$ cat config.mk
export PLATFORM = sky130hd
export DESIGN_NAME = bitwise_issue_ctrl
export DESIGN_NICKNAME = d
export VERILOG_FILES = /design/src/rtl/bitwise_issue_ctrl.sv
export SDC_FILE = /design/constraint.sdc
export NUM_CORES = 1
export LEC_CHECK = 0
export ABC_AREA = 1
export ABC_CLOCK_PERIOD_IN_PS = 1600
export CAP_MARGIN = 10
export CORE_MARGIN = 5
export CORE_UTILIZATION = 35
export DETAILED_ROUTE_END_ITERATION = 8
export GPL_ROUTABILITY_DRIVEN = 0
export GPL_TIMING_DRIVEN = 0
export PLACE_DENSITY_LB_ADDON = 0.12
export SLEW_MARGIN = 20
export SYNTH_ARGS = -nofsm -noshare
export SYNTH_HDL_FRONTEND = slang
export SYNTH_SLANG_ARGS = --single-unit
$ cat constraint.sdc
create_clock -name clk -period 1.6 [get_ports clk]
set_input_delay 0.32 -clock clk [delete_from_list [all_inputs] [get_ports clk]]
set_output_delay 0.32 -clock clk [all_outputs]
set_load 0.01 [all_outputs]
$ cat src/rtl/bitwise_issue_ctrl.sv
// rtl/bitwise_issue_ctrl.sv - issue controller for an ALU bitwise unit (optional macro: BITWISE_ISSUE_FLAGS_EN)
module bitwise_issue_ctrl #(
   parameter int WIDTH    = 32,
   parameter int TAG_W    = 4,
   parameter int UNIT_LAT = 0
) (
   input  logic             clk,
   input  logic             rst_n,
   input  logic             req_valid,
   output logic             req_ready,
   input  logic [WIDTH-1:0] req_a,
   input  logic [WIDTH-1:0] req_b,
   input  logic [TAG_W-1:0] req_tag,
   output logic [WIDTH-1:0] unit_i_1,
   output logic [WIDTH-1:0] unit_i_2,
   output logic             unit_enable,
   input  logic [WIDTH-1:0] unit_o,
   output logic             rsp_valid,
   input  logic             rsp_ready,
   output logic [WIDTH-1:0] rsp_data,
   output logic [TAG_W-1:0] rsp_tag,
`ifdef BITWISE_ISSUE_FLAGS_EN
   output logic             rsp_zero,
   output logic             rsp_ones,
`endif
   output logic             busy
);

   // Counter must hold UNIT_LAT; a zero-latency unit still gets one bit.
   localparam int CNT_W = (UNIT_LAT > 0) ? $clog2(UNIT_LAT + 1) : 1;

   localparam logic [1:0] S_IDLE = 2'd0;
   localparam logic [1:0] S_WAIT = 2'd1;
   localparam logic [1:0] S_RESP = 2'd2;

   logic [1:0]       state_q, state_d;
   logic [CNT_W-1:0] cnt_q, cnt_d;
   logic [WIDTH-1:0] op_a_q, op_a_d;
   logic [WIDTH-1:0] op_b_q, op_b_d;
   logic [TAG_W-1:0] tag_q, tag_d;
   logic [WIDTH-1:0] data_q, data_d;
`ifdef BITWISE_ISSUE_FLAGS_EN
   logic             zero_q, zero_d;
   logic             ones_q, ones_d;
`endif

   logic accept;

   assign req_ready   = (state_q == S_IDLE) & rst_n;
   assign accept      = req_valid & req_ready;
   assign unit_enable = (state_q == S_WAIT);
   assign rsp_valid   = (state_q == S_RESP);
   assign busy        = (state_q != S_IDLE);
   assign unit_i_1    = op_a_q;
   assign unit_i_2    = op_b_q;
   assign rsp_data    = data_q;
   assign rsp_tag     = tag_q;
`ifdef BITWISE_ISSUE_FLAGS_EN
   assign rsp_zero    = zero_q;
   assign rsp_ones    = ones_q;
`endif

   // Next-state: accept in IDLE, count out the unit latency in WAIT, hold the result in RESP.
   always_comb begin
      state_d = state_q;
      cnt_d   = cnt_q;
      op_a_d  = op_a_q;
      op_b_d  = op_b_q;
      tag_d   = tag_q;
      data_d  = data_q;
`ifdef BITWISE_ISSUE_FLAGS_EN
      zero_d  = zero_q;
      ones_d  = ones_q;
`endif
      case (state_q)
         S_IDLE: begin
            if (accept) begin
               op_a_d  = req_a;
               op_b_d  = req_b;
               tag_d   = req_tag;
               cnt_d   = CNT_W'(UNIT_LAT);
               state_d = S_WAIT;
            end
         end
         S_WAIT: begin
            if (cnt_q != '0) begin
               cnt_d = cnt_q - CNT_W'(1);
            end else begin
               data_d  = unit_o;
`ifdef BITWISE_ISSUE_FLAGS_EN
               zero_d  = (unit_o == '0);
               ones_d  = (unit_o == '1);
`endif
               state_d = S_RESP;
            end
         end
         S_RESP: begin
            if (rsp_ready) begin
               state_d = S_IDLE;
            end
         end
         default: state_d = S_IDLE;
      endcase
   end

   // State registers; reset abandons any request in flight.
   always_ff @(posedge clk or negedge rst_n) begin
      if (!rst_n) begin
         state_q <= S_IDLE;
         cnt_q   <= '0;
         op_a_q  <= '0;
         op_b_q  <= '0;
         tag_q   <= '0;
         data_q  <= '0;
`ifdef BITWISE_ISSUE_FLAGS_EN
         zero_q  <= 1'b0;
         ones_q  <= 1'b0;
`endif
      end else begin
         state_q <= state_d;
         cnt_q   <= cnt_d;
         op_a_q  <= op_a_d;
         op_b_q  <= op_b_d;
         tag_q   <= tag_d;
         data_q  <= data_d;
`ifdef BITWISE_ISSUE_FLAGS_EN
         zero_q  <= zero_d;
         ones_q  <= ones_d;
`endif
      end
   end

endmodule

==> metrics, run 1 <==
Critical Path RT 1280 ps; Gate Count Post-Synth 451; effective utilization at floorplan 35.6%; Chip Width 118 um; Clock Tree Buf Depth 2; syn nets 555; reg-to-reg slack, setup 120 ps; Final Worst Setup Slack 17.6 ps; core area 0.0114 sq mm; Final Non-Filler Cells 821; Max Slew Vio Count 0; Final Power 8.77 mW; R2R Path Start state_q[1]$_DFFE_PN0P_; Worst-Margin Slew 476 ps; status complete, no violations; fmax 632 MHz; worst setup path endpoint req_ready; clock buffer count from CTS 9; vias 3935; Critical Path Fanout Max 5; Root Buffer clkbuf_16; Worst path max stage delay 410 ps; vias in the first global route 4104; GR Overflow Total 0; Final Hold Slack 462 ps; post-synth top area share 62.8%; unrepaired setup endpoints after global routing yes; share of cells above drive strength 1 5.90%; Leak 3.83 nW; worst path cell trace nor2_4 > buf_8 > nand2_2 > inv_1 > buf_2; Hold Path Class reg -> reg; CTS tree done; post-detail-place hpwl 9680 um; post-synthesis sequential element count 102; pre-CTS WS -949 ps; Vias per Instance 4.79; Power Dens Cells 1280 mW/mm^2; Post-route DRC 0; Post-Synthesis Cell Area 0.00406 sq mm; slowest CP cell dfrtp_1; final worst path period need 1580 ps; WL/cell 16.2 um; GRT Resource Usage Total 19.0%; Final Routed Wirelength 13300 um; CP Capture Type output pin; ant diodes 0; FF+latch area 0.00255 sq mm; Yosys warning count 0; sequential share of the synthesized area 62.8%; Skew-Pair Late Insertion Delay 340 ps; CP top delay family flip-flops; DRT Pass-1 Iters 4; period utilization 98.9%; total clock sinks 102; port bufs 206; Filler cells 1014; P&R area growth vs syn 68.9%; area of the multi-input gates 0.00135 sq mm; critical path arrival 1260 ps; Syn Area/Cell 9.01 sq um; Worst Skew 8.53 ps; Max IR drop VDD 0.000583 V; R2R Path End unit_i_1[3]$_DFFE_PN0P_; FF-to-FF path depth 7; CP Launch Type flip-flop; Final nets 779; Distinct cells, synth 10; number of H-tree levels 3; area leader, netlist dfrtp_1; Ports 208; Buf/Inv on CP 3; initial antenna violation count 0; die footprint 0.0139 sq mm; Final setup viols 0; Final Hold Vio Count 0; worst hold path stage count 2; Setup CP Type reg -> out; Slew HR 68.3%; Synth area leaders dfrtp_1 (63%), nand2_1 (22%), nand4_1 (10%); Max Cap Violations 0; clock-pin slew on the worst setup and hold paths 60 ps; initial DRC count 276; post-route ant nets 0; Worst Setup SP state_q[1]$_DFFE_PN0P_; WP depth 5; largest net degree at the start of global routing 53; Placed Cells 801; Die Height 118 um; fin util 60.1%; Cell Rows 39; first-pass GRT wire length 21700 um
-- kinds of logic after synthesis --
logic type	share of synthesized area, %
DFF	62.8
buffers and inverters	4.25
and+or+nand+nor	32.9
-- per-layer routing --
metal | track usage, % | routed length, um | vias up
li1 | - | - | 1915
met1 | 24.4 | 5630 | 1854
met2 | 30.8 | 6450 | 148
met3 | 6.05 | 964 | 18
met4 | 5.88 | 210 | 0
met5 | 0 | 0 | -
-- cell usage in the layout, fill, tap and decap left out, types with 2 or more instances in the layout --
cell,synthesis,layout
nand2_1,236,234
clkdlybuf4s50_1,0,153
dfrtp_1,102,101
nand4_1,68,68
dlymetal6s2s_1,0,48
clkbuf_1,23,25
buf_2,12,10
clkbuf_16,0,9
buf_4,0,6
inv_1,6,4
dlygate4sd3_1,0,2
buf_16,0,2
-- registers in the layout, summed over array words and instances (netlist names) --
signal,cells
rsp_data,32
unit_i_1,32
state_q,2
unit_i_2,32
rsp_tag,4
-- synth_stat cells --
cell	n
nand4_1	68
buf_2	12
nor2_4	1
buf_1	1
nand3_2	1
nand2_1	236
dfrtp_1	102
nor2_1	1
inv_1	6
clkbuf_1	23
-- worst min path at each step --
stage / start / endpoint / slack, ps
after floorplan: rst_n / rsp_data[0]$_DFFE_PN0P_ / 20
after global placement: unit_i_1[30]$_DFFE_PN0P_ / unit_i_1[30]$_DFFE_PN0P_ / 450
after detailed placement: rst_n / rsp_tag[2]$_DFFE_PN0P_ / 310
after CTS: unit_i_1[30]$_DFFE_PN0P_ / unit_i_1[30]$_DFFE_PN0P_ / 470
after global routing: unit_i_2[19]$_DFFE_PN0P_ / unit_i_2[19]$_DFFE_PN0P_ / 480
final: unit_i_1[30]$_DFFE_PN0P_ / unit_i_1[30]$_DFFE_PN0P_ / 460
-- through the flow --
| stage | setup TNS (ps) | area [sq um] |
|---|---|---|
| 3_5_place_dp | -18340 | 6330 |
| 4_1_cts | -59.4 | 6720 |
| 5_1_grt | -39.9 | 6860 |
| 2_1_floorplan | 0 | 4060 |
| 3_3_place_gp | -669220 | 6300 |
| 6_report | 0 | 6860 |
-- worst min-delay path, cell delays in order, from the launching register on --
cell and delay (ps):
dfrtp_1 340, nand2_1 50, nand2_1 40
-- where the power goes --
part | total, mW | switching (mW) | internal [mW]
logic | 3.07 | 1.40 | 1.67
registers | 3.63 | 0.365 | 3.26
clock network | 2.07 | 0.879 | 1.20
-- final cells by class --
class                   instances  share of cell area [%]
inverters                       6                   0.365
multi-input cells             307                    19.7
well taps                     143                    2.61
clock inverters                 2                   0.511
plain buffers                  34                    2.32
clock buffers                  12                    3.45
repair buffers                215                    33.8
flip-flops and latches        102                    37.2
-- repair_timing --
action	in CTS	in global routing
cloned	1	0
resized for setup	28	53
setup buffers	4	0
hold buffers	3	0
hold endpoints to repair	50	0
setup endpoints to repair	8	78
pin swaps	2	1
Power figures use the tool's default switching activity.
==> run 2, diff against run 1 <==
--- a/config.mk
+++ b/config.mk
@@ -9,10 +9,11 @@
 export ABC_CLOCK_PERIOD_IN_PS = 1600
 export CAP_MARGIN = 10
 export CORE_MARGIN = 5
-export CORE_UTILIZATION = 35
+export CORE_UTILIZATION = 40
 export DETAILED_ROUTE_END_ITERATION = 8
 export GPL_ROUTABILITY_DRIVEN = 0
 export GPL_TIMING_DRIVEN = 0
+export HOLD_SLACK_MARGIN = 0.02
 export PLACE_DENSITY_LB_ADDON = 0.12
 export SLEW_MARGIN = 20
 export SYNTH_ARGS = -nofsm -noshare
==> run 2 against run 1 <==
The flow now finishes with violations (negative setup slack); critical endpoint unchanged; clock-buffer cell count fell by 2; utilization grew 9.0 points; register-to-register slack worse by 30 ps; power shrank 9.1%; clock power is 27% lower; critical path type unchanged; die area fell by 11%; sequential share of layout area rose by 0.39 points; cell count increased by 0.12%; first-iteration DRC count up 7.6%; critical path depth up 1; cell area is 1.1% lower.
==> metrics, run 2 (synthesized netlist as in run 1, its figures left out) <==
total clock sinks 102 (unchanged); fmax 620 MHz (was 632 MHz); Ports 208 (unchanged); core area 0.00982 sq mm (was 0.0114 sq mm); share of cells above drive strength 1 9.43% (was 5.90%); P&R area growth vs syn 67.1% (was 68.9%); number of H-tree levels 3 (unchanged); Max Slew Vio Count 0 (unchanged); Top cell by count, worst path buf_6; Buf/Inv on CP 4 (was 3); Worst Setup SP state_q[0]$_DFFE_PN0P_ (was state_q[1]$_DFFE_PN0P_); largest net degree at the start of global routing 31 (was 53); clock-pin slew on the worst setup and hold paths 110 ps (was 60 ps); Placed Cells 791 (was 801); Worst Skew 14.1 ps (was 8.53 ps); Final Hold Vio Count 0 (unchanged); R2R Path Start state_q[0]$_DFFE_PN0P_ (was state_q[1]$_DFFE_PN0P_); Max Cap Violations 0 (unchanged); DRT Pass-1 Iters 6 (was 4); ant diodes 0 (unchanged); effective utilization at floorplan 41.4% (was 35.6%); Met3 Wirelength 998 um (was 964 um); Critical Path Fanout Max 5 (unchanged); Slew HR 37.2% (was 68.3%); most frequent cells in the layout nand2_1 (234), dfrtp_1 (102), clkdlybuf4s50_1 (101) (was nand2_1 (234), clkdlybuf4s50_1 (153), dfrtp_1 (101)); met2 WL 6450 um (about the same); R2R Path End unit_i_1[20]$_DFFE_PN0P_ (was unit_i_1[3]$_DFFE_PN0P_); GRT Resource Usage Total 21.1% (was 19.0%); period utilization 101% (was 98.9%); FF-to-FF path depth 8 (was 7); unrepaired setup endpoints after global routing yes (unchanged); fin util 69.1% (was 60.1%); first-pass GRT wire length 21000 um (was 21700 um); failing checks negative setup slack; clock buffer count from CTS 9 (unchanged); Leak 3.88 nW (was 3.83 nW); final worst path period need 1610 ps (was 1580 ps); Max IR drop VDD 0.000558 V (was 0.000583 V); CTS tree done (unchanged); highest routing layer actually used met4 (unchanged); Final nets 788 (was 779); Skew-Pair Late Insertion Delay 350 ps (was 340 ps); Final Power 7.97 mW (was 8.77 mW); most common cell after layout, fill and taps aside nand2_1 (unchanged); Final Hold Slack 151 ps (was 462 ps); Power Dens Cells 1170 mW/mm^2 (was 1280 mW/mm^2); Final Routed Wirelength 13000 um (was 13300 um); Hold Path Class in -> async (was reg -> reg); Root Buffer clkbuf_8 (was clkbuf_16); M1 WL 5340 um (was 5630 um); GR Overflow Total 0 (unchanged); initial DRC count 297 (was 276); Setup CP Type reg -> out (unchanged); Final setup viols 2 (was 0); Filler cells 815 (was 1014); Final TNS setup -13.4 ps (was 0 ps); worst path cell trace buf_6 > nor2_4 > buf_8 > nand2_4 > inv_2 > buf_6 (was nor2_4 > buf_8 > nand2_2 > inv_1 > buf_2); CP top delay family flip-flops (unchanged); status finished, violations left (was complete, no violations); CP Capture Type output pin (unchanged); Final Non-Filler Cells 822 (was 821); Critical Path RT 1280 ps (about the same); Vias per Instance 4.82 (was 4.79); vias 3960 (was 3935); Worst-Margin Slew 939 ps (was 476 ps); Die Height 111 um (was 118 um); vias in the first global route 3998 (was 4104); Cell Rows 36 (was 39); slowest CP cell dfrtp_1 (unchanged); WL/cell 15.8 um (was 16.2 um); reg-to-reg slack, setup 90 ps (was 120 ps); post-route ant nets 0 (unchanged); die footprint 0.0123 sq mm (was 0.0139 sq mm); Chip Width 111 um (was 118 um); port bufs 206 (unchanged); CP Launch Type flip-flop (unchanged); Clock Tree Buf Depth 2 (unchanged); Post-route DRC 0 (unchanged); post-detail-place hpwl 9280 um (was 9680 um); Final Worst Setup Slack -12.8 ps (was 17.6 ps); Worst path max stage delay 410 ps (about the same); WP depth 6 (was 5); critical path arrival 1290 ps (was 1260 ps); initial antenna violation count 0 (unchanged)
run 2: cell count changes in the layout (fill, tap and decap cells not counted), moves of 9 or more:
cell             change
clkbuf_1            -14
clkbuf_16            -9
clkbuf_2             +9
clkbuf_8            +10
clkdlybuf4s50_1     -52
dlygate4sd2_1       +64
dlymetal6s2s_1      -13
run 2: how the worst max path moves through the flow:
stage | to
floorplan | req_ready
global placement | req_ready
detailed placement | req_ready
CTS | req_ready
global route | req_ready
finish | req_ready
run 2: cell type report:
cell class	count	area, sq um	share of cell area [%]
inverters	6	22.5	0.332
well taps	133	166	2.45
flip-flops and latches	102	2550	37.6
plain buffers	34	186	2.75
clock buffers	10	138	2.03
multi-input cells	307	1360	20.1
repair buffers	224	2310	34.1
clock inverters	6	45.0	0.664
run 2: layer usage:
metal	track usage (%)	vias up
met5	0	-
met4	5.91	0
met3	6.82	15
met2	34.5	134
met1	26.9	1862
li1	-	1949
run 2: what timing repair did:
action,4_1_cts,5_1_grt
hold buffers,5,0
buffers inserted,8,1
gates resized for setup,100,65
pin swaps,2,1
endpoints found under the setup margin,129,99
cloned,3,0
endpoints found under the hold margin,57,0
run 2: per-stage QoR:
stage | cell area (sq um) | worst slack (ps)
final | 6790 | -12.8
after global routing | 6790 | -95.9
after CTS | 6660 | -71.6
after detailed placement | 6320 | -1180
after global placement | 6290 | -4690
after floorplan | 4060 | 283
run 2: report_power, final:
part	total [mW]	leakage [nW]	switching, mW	internal (mW)
clock	1.52	0.0970	0.901	0.621
sequential	3.60	1.26	0.347	3.25
combinational	2.85	2.52	1.41	1.44
run 2: worst reg2reg max path, cell delays in order, from the launching register on:
cell	delay [ps]
dfrtp_1	410
buf_6	120
nor2_4	110
buf_4	120
buf_4	160
nand3_4	120
clkbuf_2	210
nand2_1	90
nand2_1	50
